===== config.mk =====
export PLATFORM = sky130hd
export DESIGN_NAME = huffman_tree_builder
export DESIGN_NICKNAME = d
export VERILOG_FILES = /design/src/rtl/huffman_pkg.sv /design/src/rtl/huffman_tree_builder_min2_scan.sv /design/src/rtl/huffman_tree_builder.sv
export SDC_FILE = /design/constraint.sdc
export NUM_CORES = 1
export LEC_CHECK = 0
export ABC_AREA = 1
export CAP_MARGIN = 20
export CORE_ASPECT_RATIO = 1.4
export CORE_MARGIN = 2
export CORE_UTILIZATION = 50
export CTS_BUF_LIST = sky130_fd_sc_hd__clkbuf_4 sky130_fd_sc_hd__clkbuf_8 sky130_fd_sc_hd__clkbuf_16
export CTS_CLUSTER_SIZE = 14
export DETAILED_ROUTE_END_ITERATION = 8
export GPL_ROUTABILITY_DRIVEN = 0
export GPL_TIMING_DRIVEN = 0
export PLACE_DENSITY_LB_ADDON = 0.15
export SLEW_MARGIN = 20
export SYNTH_ARGS = -nofsm -noshare
export SYNTH_HDL_FRONTEND = slang
export SYNTH_SLANG_ARGS = --single-unit

===== constraint.sdc =====
create_clock -name clk -period 9.15 [get_ports clk]
set_clock_uncertainty 0.2 [all_clocks]
set_input_delay 2.745 -clock clk [delete_from_list [all_inputs] [get_ports clk]]
set_output_delay 2.745 -clock clk [all_outputs]
set_load 0.005 [all_outputs]

===== src/rtl/huffman_pkg.sv =====
// Shared constants, record layout and helpers for the Huffman tree builder
// and the downstream code generator.
package huffman_pkg;

  localparam int LEAVES = 4;
  localparam int NODES  = 2 * LEAVES - 1;
  localparam int W      = 8;
  localparam int IDXW   = 4;
  localparam int TW     = $clog2(NODES + 1);
  localparam int REC_W  = IDXW + 1 + W;

  // Node-record field offsets inside one REC_W-bit record
  localparam int REC_WEIGHT_LSB = 0;
  localparam int REC_BRANCH_BIT = W;
  localparam int REC_PARENT_LSB = W + 1;

  localparam logic [IDXW-1:0] ROOT_PARENT = 4'hF;
  localparam logic [IDXW-1:0] NO_NODE     = 4'h0;
  localparam logic [IDXW-1:0] LEAVES_IDX  = IDXW'(LEAVES);
  localparam logic [IDXW-1:0] NODES_IDX   = IDXW'(NODES);

  localparam logic [1:0] PH_IDLE  = 2'b00;
  localparam logic [1:0] PH_BUILD = 2'b01;
  localparam logic [1:0] PH_CODE  = 2'b10;

  typedef enum logic [2:0] {
    S_IDLE  = 3'd0,
    S_LOAD  = 3'd1,
    S_SCAN  = 3'd2,
    S_MERGE = 3'd3,
    S_DONE  = 3'd4
  } fsm_t;

  // Returns {carry, weight}; the weight saturates to all ones on carry.
  function automatic logic [W:0] sat_add(input logic [W-1:0] a, input logic [W-1:0] b);
    logic [W:0] sum;
    sum = {1'b0, a} + {1'b0, b};
    if (sum[W]) begin
      return {1'b1, {W{1'b1}}};
    end else begin
      return sum;
    end
  endfunction

endpackage


===== src/rtl/huffman_tree_builder_min2_scan.sv =====
// Sequential two-minimum tracker: fed one node per cycle, keeps the two
// lightest active nodes seen since the last clear (ties keep the earlier one).
module huffman_min2_scan
  import huffman_pkg::*;
(
  input  logic            clk,
  input  logic            rst,
  input  logic            clear,
  input  logic [IDXW-1:0] index,
  input  logic [W-1:0]    weight,
  input  logic            active,
  output logic [IDXW-1:0] min1_idx,
  output logic [IDXW-1:0] min2_idx
);

  logic [W-1:0] min1_w_r;
  logic [W-1:0] min2_w_r;

  // Running two-minimum update with strict less-than comparisons
  always_ff @(posedge clk or posedge rst) begin
    if (rst) begin
      min1_idx <= NO_NODE;
      min2_idx <= NO_NODE;
      min1_w_r <= '0;
      min2_w_r <= '0;
    end else if (clear) begin
      min1_idx <= NO_NODE;
      min2_idx <= NO_NODE;
      min1_w_r <= '0;
      min2_w_r <= '0;
    end else if (active) begin
      if ((min1_idx == NO_NODE) || (weight < min1_w_r)) begin
        min2_idx <= min1_idx;
        min2_w_r <= min1_w_r;
        min1_idx <= index;
        min1_w_r <= weight;
      end else if ((min2_idx == NO_NODE) || (weight < min2_w_r)) begin
        min2_idx <= index;
        min2_w_r <= weight;
      end
    end
  end

endmodule


===== src/rtl/huffman_tree_builder.sv =====
// Huffman tree builder: loads LEAVES weights, then repeatedly scans for the
// two lightest active nodes and merges them until the root is formed.
module huffman_tree_builder
  import huffman_pkg::*;
(
  input  logic                     clk,
  input  logic                     rst,
  input  logic                     start,
  input  logic                     leaf_valid,
  input  logic [W-1:0]             leaf_weight,
  output logic                     leaf_ready,
  output logic [1:0]               state,
  output logic                     tree_valid,
  output logic                     overflow,
  output logic [NODES*REC_W-1:0]   info_nodes
);

  fsm_t fsm_r;
  fsm_t fsm_next_s;

  // Index 0 is the "none" slot and is never written
  logic [W-1:0]    weight_r [0:NODES];
  logic [IDXW-1:0] parent_r [0:NODES];
  logic            branch_r [0:NODES];
  logic [NODES:0]  active_r;

  logic [IDXW-1:0] leaf_cnt_r;
  logic [IDXW-1:0] nf_r;
  logic [IDXW-1:0] scan_idx_r;

  logic [IDXW-1:0] min1_idx_s;
  logic [IDXW-1:0] min2_idx_s;
  logic [IDXW-1:0] leaf_slot_s;
  logic            accept_s;
  logic            scan_last_s;
  logic            scan_clear_s;
  logic            scan_active_s;
  logic [W:0]      merge_sum_s;

  huffman_min2_scan u_scan (
    .clk      (clk),
    .rst      (rst),
    .clear    (scan_clear_s),
    .index    (scan_idx_r),
    .weight   (weight_r[scan_idx_r[TW-1:0]]),
    .active   (scan_active_s),
    .min1_idx (min1_idx_s),
    .min2_idx (min2_idx_s)
  );

  // Handshake, scan control and merge arithmetic
  always_comb begin
    leaf_ready    = (fsm_r == S_LOAD) && (leaf_cnt_r < LEAVES_IDX);
    accept_s      = leaf_valid & leaf_ready;
    leaf_slot_s   = leaf_cnt_r + 4'd1;
    scan_last_s   = (scan_idx_r == (nf_r - 4'd1));
    scan_clear_s  = (fsm_r != S_SCAN);
    scan_active_s = (fsm_r == S_SCAN) && active_r[scan_idx_r[TW-1:0]];
    merge_sum_s   = sat_add(weight_r[min1_idx_s[TW-1:0]], weight_r[min2_idx_s[TW-1:0]]);
  end

  // Next-state and phase outputs
  always_comb begin
    fsm_next_s = fsm_r;
    state      = PH_BUILD;
    tree_valid = 1'b0;
    case (fsm_r)
      S_IDLE: begin
        state = PH_IDLE;
        if (start) fsm_next_s = S_LOAD;
        else       fsm_next_s = S_IDLE;
      end
      S_LOAD: begin
        if (accept_s && (leaf_cnt_r == (LEAVES_IDX - 4'd1))) fsm_next_s = S_SCAN;
        else                                                 fsm_next_s = S_LOAD;
      end
      S_SCAN: begin
        if (scan_last_s) fsm_next_s = S_MERGE;
        else             fsm_next_s = S_SCAN;
      end
      S_MERGE: begin
        if (nf_r == NODES_IDX) fsm_next_s = S_DONE;
        else                   fsm_next_s = S_SCAN;
      end
      S_DONE: begin
        state      = PH_CODE;
        tree_valid = 1'b1;
        if (start) fsm_next_s = S_LOAD;
        else       fsm_next_s = S_DONE;
      end
      default: begin
        fsm_next_s = S_IDLE;
      end
    endcase
  end

  // State register
  always_ff @(posedge clk or posedge rst) begin
    if (rst) fsm_r <= S_IDLE;
    else     fsm_r <= fsm_next_s;
  end

  // Node table, counters and sticky overflow
  always_ff @(posedge clk or posedge rst) begin
    if (rst) begin
      for (int k = 0; k <= NODES; k++) begin
        weight_r[TW'(k)] <= '0;
        parent_r[TW'(k)] <= NO_NODE;
        branch_r[TW'(k)] <= 1'b0;
      end
      active_r   <= '0;
      leaf_cnt_r <= 4'd0;
      nf_r       <= 4'd0;
      scan_idx_r <= 4'd0;
      overflow   <= 1'b0;
    end else begin
      case (fsm_r)
        S_IDLE, S_DONE: begin
          if (start) begin
            for (int k = 0; k <= NODES; k++) begin
              weight_r[TW'(k)] <= '0;
              parent_r[TW'(k)] <= NO_NODE;
              branch_r[TW'(k)] <= 1'b0;
            end
            active_r   <= '0;
            leaf_cnt_r <= 4'd0;
            overflow   <= 1'b0;
          end
        end
        S_LOAD: begin
          if (accept_s) begin
            weight_r[leaf_slot_s[TW-1:0]] <= leaf_weight;
            parent_r[leaf_slot_s[TW-1:0]] <= NO_NODE;
            branch_r[leaf_slot_s[TW-1:0]] <= 1'b0;
            active_r[leaf_slot_s[TW-1:0]] <= 1'b1;
            leaf_cnt_r <= leaf_slot_s;
            nf_r       <= LEAVES_IDX + 4'd1;
            scan_idx_r <= 4'd1;
          end
        end
        S_SCAN: begin
          scan_idx_r <= scan_idx_r + 4'd1;
        end
        S_MERGE: begin
          weight_r[nf_r[TW-1:0]]       <= merge_sum_s[W-1:0];
          active_r[nf_r[TW-1:0]]       <= 1'b1;
          parent_r[min1_idx_s[TW-1:0]] <= nf_r;
          branch_r[min1_idx_s[TW-1:0]] <= 1'b0;
          active_r[min1_idx_s[TW-1:0]] <= 1'b0;
          parent_r[min2_idx_s[TW-1:0]] <= nf_r;
          branch_r[min2_idx_s[TW-1:0]] <= 1'b1;
          active_r[min2_idx_s[TW-1:0]] <= 1'b0;
          if (merge_sum_s[W]) overflow <= 1'b1;
          if (nf_r == NODES_IDX) begin
            parent_r[nf_r[TW-1:0]] <= ROOT_PARENT;
            branch_r[nf_r[TW-1:0]] <= 1'b1;
          end else begin
            nf_r       <= nf_r + 4'd1;
            scan_idx_r <= 4'd1;
          end
        end
        default: begin
        end
      endcase
    end
  end

  // Flatten the table; record k (1-based) sits at bits [REC_W*k-1 -: REC_W]
  always_comb begin
    info_nodes = '0;
    for (int k = 1; k <= NODES; k++) begin
      info_nodes[(k-1)*REC_W + REC_WEIGHT_LSB +: W]    = weight_r[TW'(k)];
      info_nodes[(k-1)*REC_W + REC_BRANCH_BIT]         = branch_r[TW'(k)];
      info_nodes[(k-1)*REC_W + REC_PARENT_LSB +: IDXW] = parent_r[TW'(k)];
    end
  end

endmodule


==> impl_metrics.toml <==
[synth]
synth_cell_types = 45
syn_avg_cell_area_um2 = 7.395
synth_warnings = 0
ys_ff_latch = 127
synthesis.area_um2 = 9280
ys_seq_area_frac = 0.3597
synthCells = 1255

[clock_tree]
worst_skew_pair.late_latency_ns = 0.44
clock_tree.root_cell = "clkbuf_16"
path_clk_slew_ns = 0.06
cts_resized = 0
hold_buffers = 0
clockBufferDepth = 2
cts.sinks = 127
cts_tree = "built"
cts_htree_levels = 4
numCtsBuffers = 17
cts_setup_buffers = 0

[floorplan]
ios = 108
die_area_um2 = 19680
num_rows = 58
initial_core_util = 0.5136
die_w_um = 119.1
die_h_um = 165.2
core_area_um2 = 18070

[final_layout]
final_common_cell = "nand2_1"
antenna_cells = 0
final_cells = 1635
syn2layout_area_growth_pct = 18.15
layout.nets = 1421
layout_common_cells = "nand2_1 (255), inv_1 (139), o21ai_0 (120)"
drive_gt1_frac = 0.1262
final_core_util = 0.6068

[run]
drv_cap = 0

[power]
p_total_mw = 3.984
power_per_cell_area_nw_per_um2 = 363.3
p_int_mw = 1.916
p_switching_mw = 2.067
p_clk_frac = 0.176
swShare = 0.5189
combPwrFrac = 0.607
p_leak_nw = 4.894
seq_power_share = 0.217
peakVddDrop_mv = 0.2925

[setup_path]
critPathRequiredTime_ns = 9.00
arrival_ns = 5.18
path_class = "input pin to flop"
r2r_slack_ns = 4.06
worst_setup_path_start_kind = "input pin"
path_max_fanout = 75
worst_setup_path_end_kind = "flop"

[run_status]
status = "finished, final reports clean"

[route]
drtIter0Drc = 1287
finalWirelength_um = 35190
first_pass_iters = 6
post_drt_wl_per_cell_um = 21.52
ant_nets = 0
viasPerCell = 6.047
route.detailed.drc = 0
vias = 9887

[placement]
dp_hpwl_um = 26120
portBuffers = 55
dp_cells = 1603

[global_route]
grt_max_degree = 76
antenna_found_initial = 0
grt_overflow_total = 0
track_usage = 0.3609
grt_pass1_wl_um = 52970
grt_pass1_vias = 9285

[timing]
slew_violations = 0
fmax_mhz = 187.5
hold_ws_ns = 0.2833
finalCritPeriodShare = 0.5828
fin_setup_tns_ns = 0
rsz0062_at_grt = "false"
setup_violations = 0
relSlewSlack = 0.1754
worstMarginPinSlew_ns = 1.227
hold_viol = 0
timing.final.crit_period_ns = 5.333

[min_path]
hold_class = "flop to flop"
path summary, 6_finish.rpt:
kind / start / to / cells past startpoint
setup / recovery: rst / weight_r[8] / 5
hold / removal: info_nodes[25] / info_nodes[25] / 2
setup reg to reg: u_scan.min2_idx[0] / info_nodes[31] / 17
hold reg to reg: info_nodes[25] / info_nodes[25] / 2
max in group asynchronous: rst / info_nodes[2] / 3
min in group asynchronous: rst / u_scan.min2_w_r[3] / 2
cells by family (layout without fill, tap and decap cells):
logic type,count (synthesis),count (layout),share of synthesized area
xor+xnor,11,11,0.01038
compound gates,369,369,0.2366
fa+ha+maj,27,27,0.03721
buf+inv,284,373,0.1525
simple gates,436,436,0.2032
flops,127,127,0.3597
other cells,1,52,0.0004041
flip-flops by register name (all words and copies together), names as in the netlist:
signal,flops
info_nodes,39
u_scan.min2_w_r,8
u_scan.min1_w_r,8
nf_r,4
u_scan.min1_idx,4
fsm_r,3
scan_idx_r,4
weight_r,40
leaf_cnt_r,4
u_scan.min2_idx,4
active_r,8
overflow,1
power by group through the flow:
stage	Combinational, mW	Sequential (mW)	Clock [mW]
6_report	2.42	0.865	0.701
5_1_grt	2.60	0.871	0.720
4_1_cts	2.32	0.855	0.694
3_5_place_dp	2.31	0.864	0
3_3_place_gp	2.28	0.862	0
2_1_floorplan	1.55	0.802	0
Yosys cell counts (all sizes together):
cell type,n,share of area
nand2,261,0.11
inv,150,0.061
o21ai,141,0.076
buf,109,0.082
dfrtp,95,0.26
nor2,81,0.039
a21oi,75,0.040
o22ai,60,0.040
nand3,55,0.030
edfxtp,32,0.10
nor3,29,0.019
ha,26,0.035
a221oi,21,0.020
o211ai,21,0.017
clkbuf,20,0.0081
a31oi,15,0.010
o2111ai,11,0.010
a22oi,9,0.0073
xor2,7,0.0066
a41oi,5,0.0047
clkinv,5,0.0020
or2,5,0.0034
a211oi,4,0.0032
a32o,4,0.0043
xnor2,4,0.0038
nand3b,2,0.0016
nand4,2,0.0013
o221ai,2,0.0019
a2111oi,1,0.00094
conb,1,0.00040
fa,1,0.0022
or4,1,0.00081
metal layers:
metal	up-vias	track usage	routed length, um
li1	4449	-	-
met1	4517	0.3866	11850
met2	688	0.5849	15970
met3	233	0.09100	3692
met4	0	0.3339	3679
met5	-	0	0
metrics by stage:
step | instance area (um^2) | worst slack (ns)
6_report | 10960 | 3.817
3_3_place_gp | 10320 | 0.4299
5_1_grt | 10960 | 3.632
3_5_place_dp | 10370 | 3.448
4_1_cts | 10960 | 3.888
2_1_floorplan | 9472 | 2.863
cell type report:
cell class / count / area [um^2]
Timing Repair Buffer: 57 / 585.6
Sequential cell: 127 / 3338
Buffer: 129 / 833.3
Clock buffer: 20 / 447.9
Fill cell: 1696 / 7106
Inverter: 155 / 586.8
Tap cell: 240 / 300.3
Clock inverter: 12 / 143.9
Multi-Input combinational cell: 895 / 4728
worst max-delay path, cell delays in order:
cell             delay (ns)
clkdlybuf4s50_1        0.47
inv_6                  0.22
buf_16                 0.34
nand3_1                0.40
a21oi_1                0.94
Power figures use the tool's default switching activity.
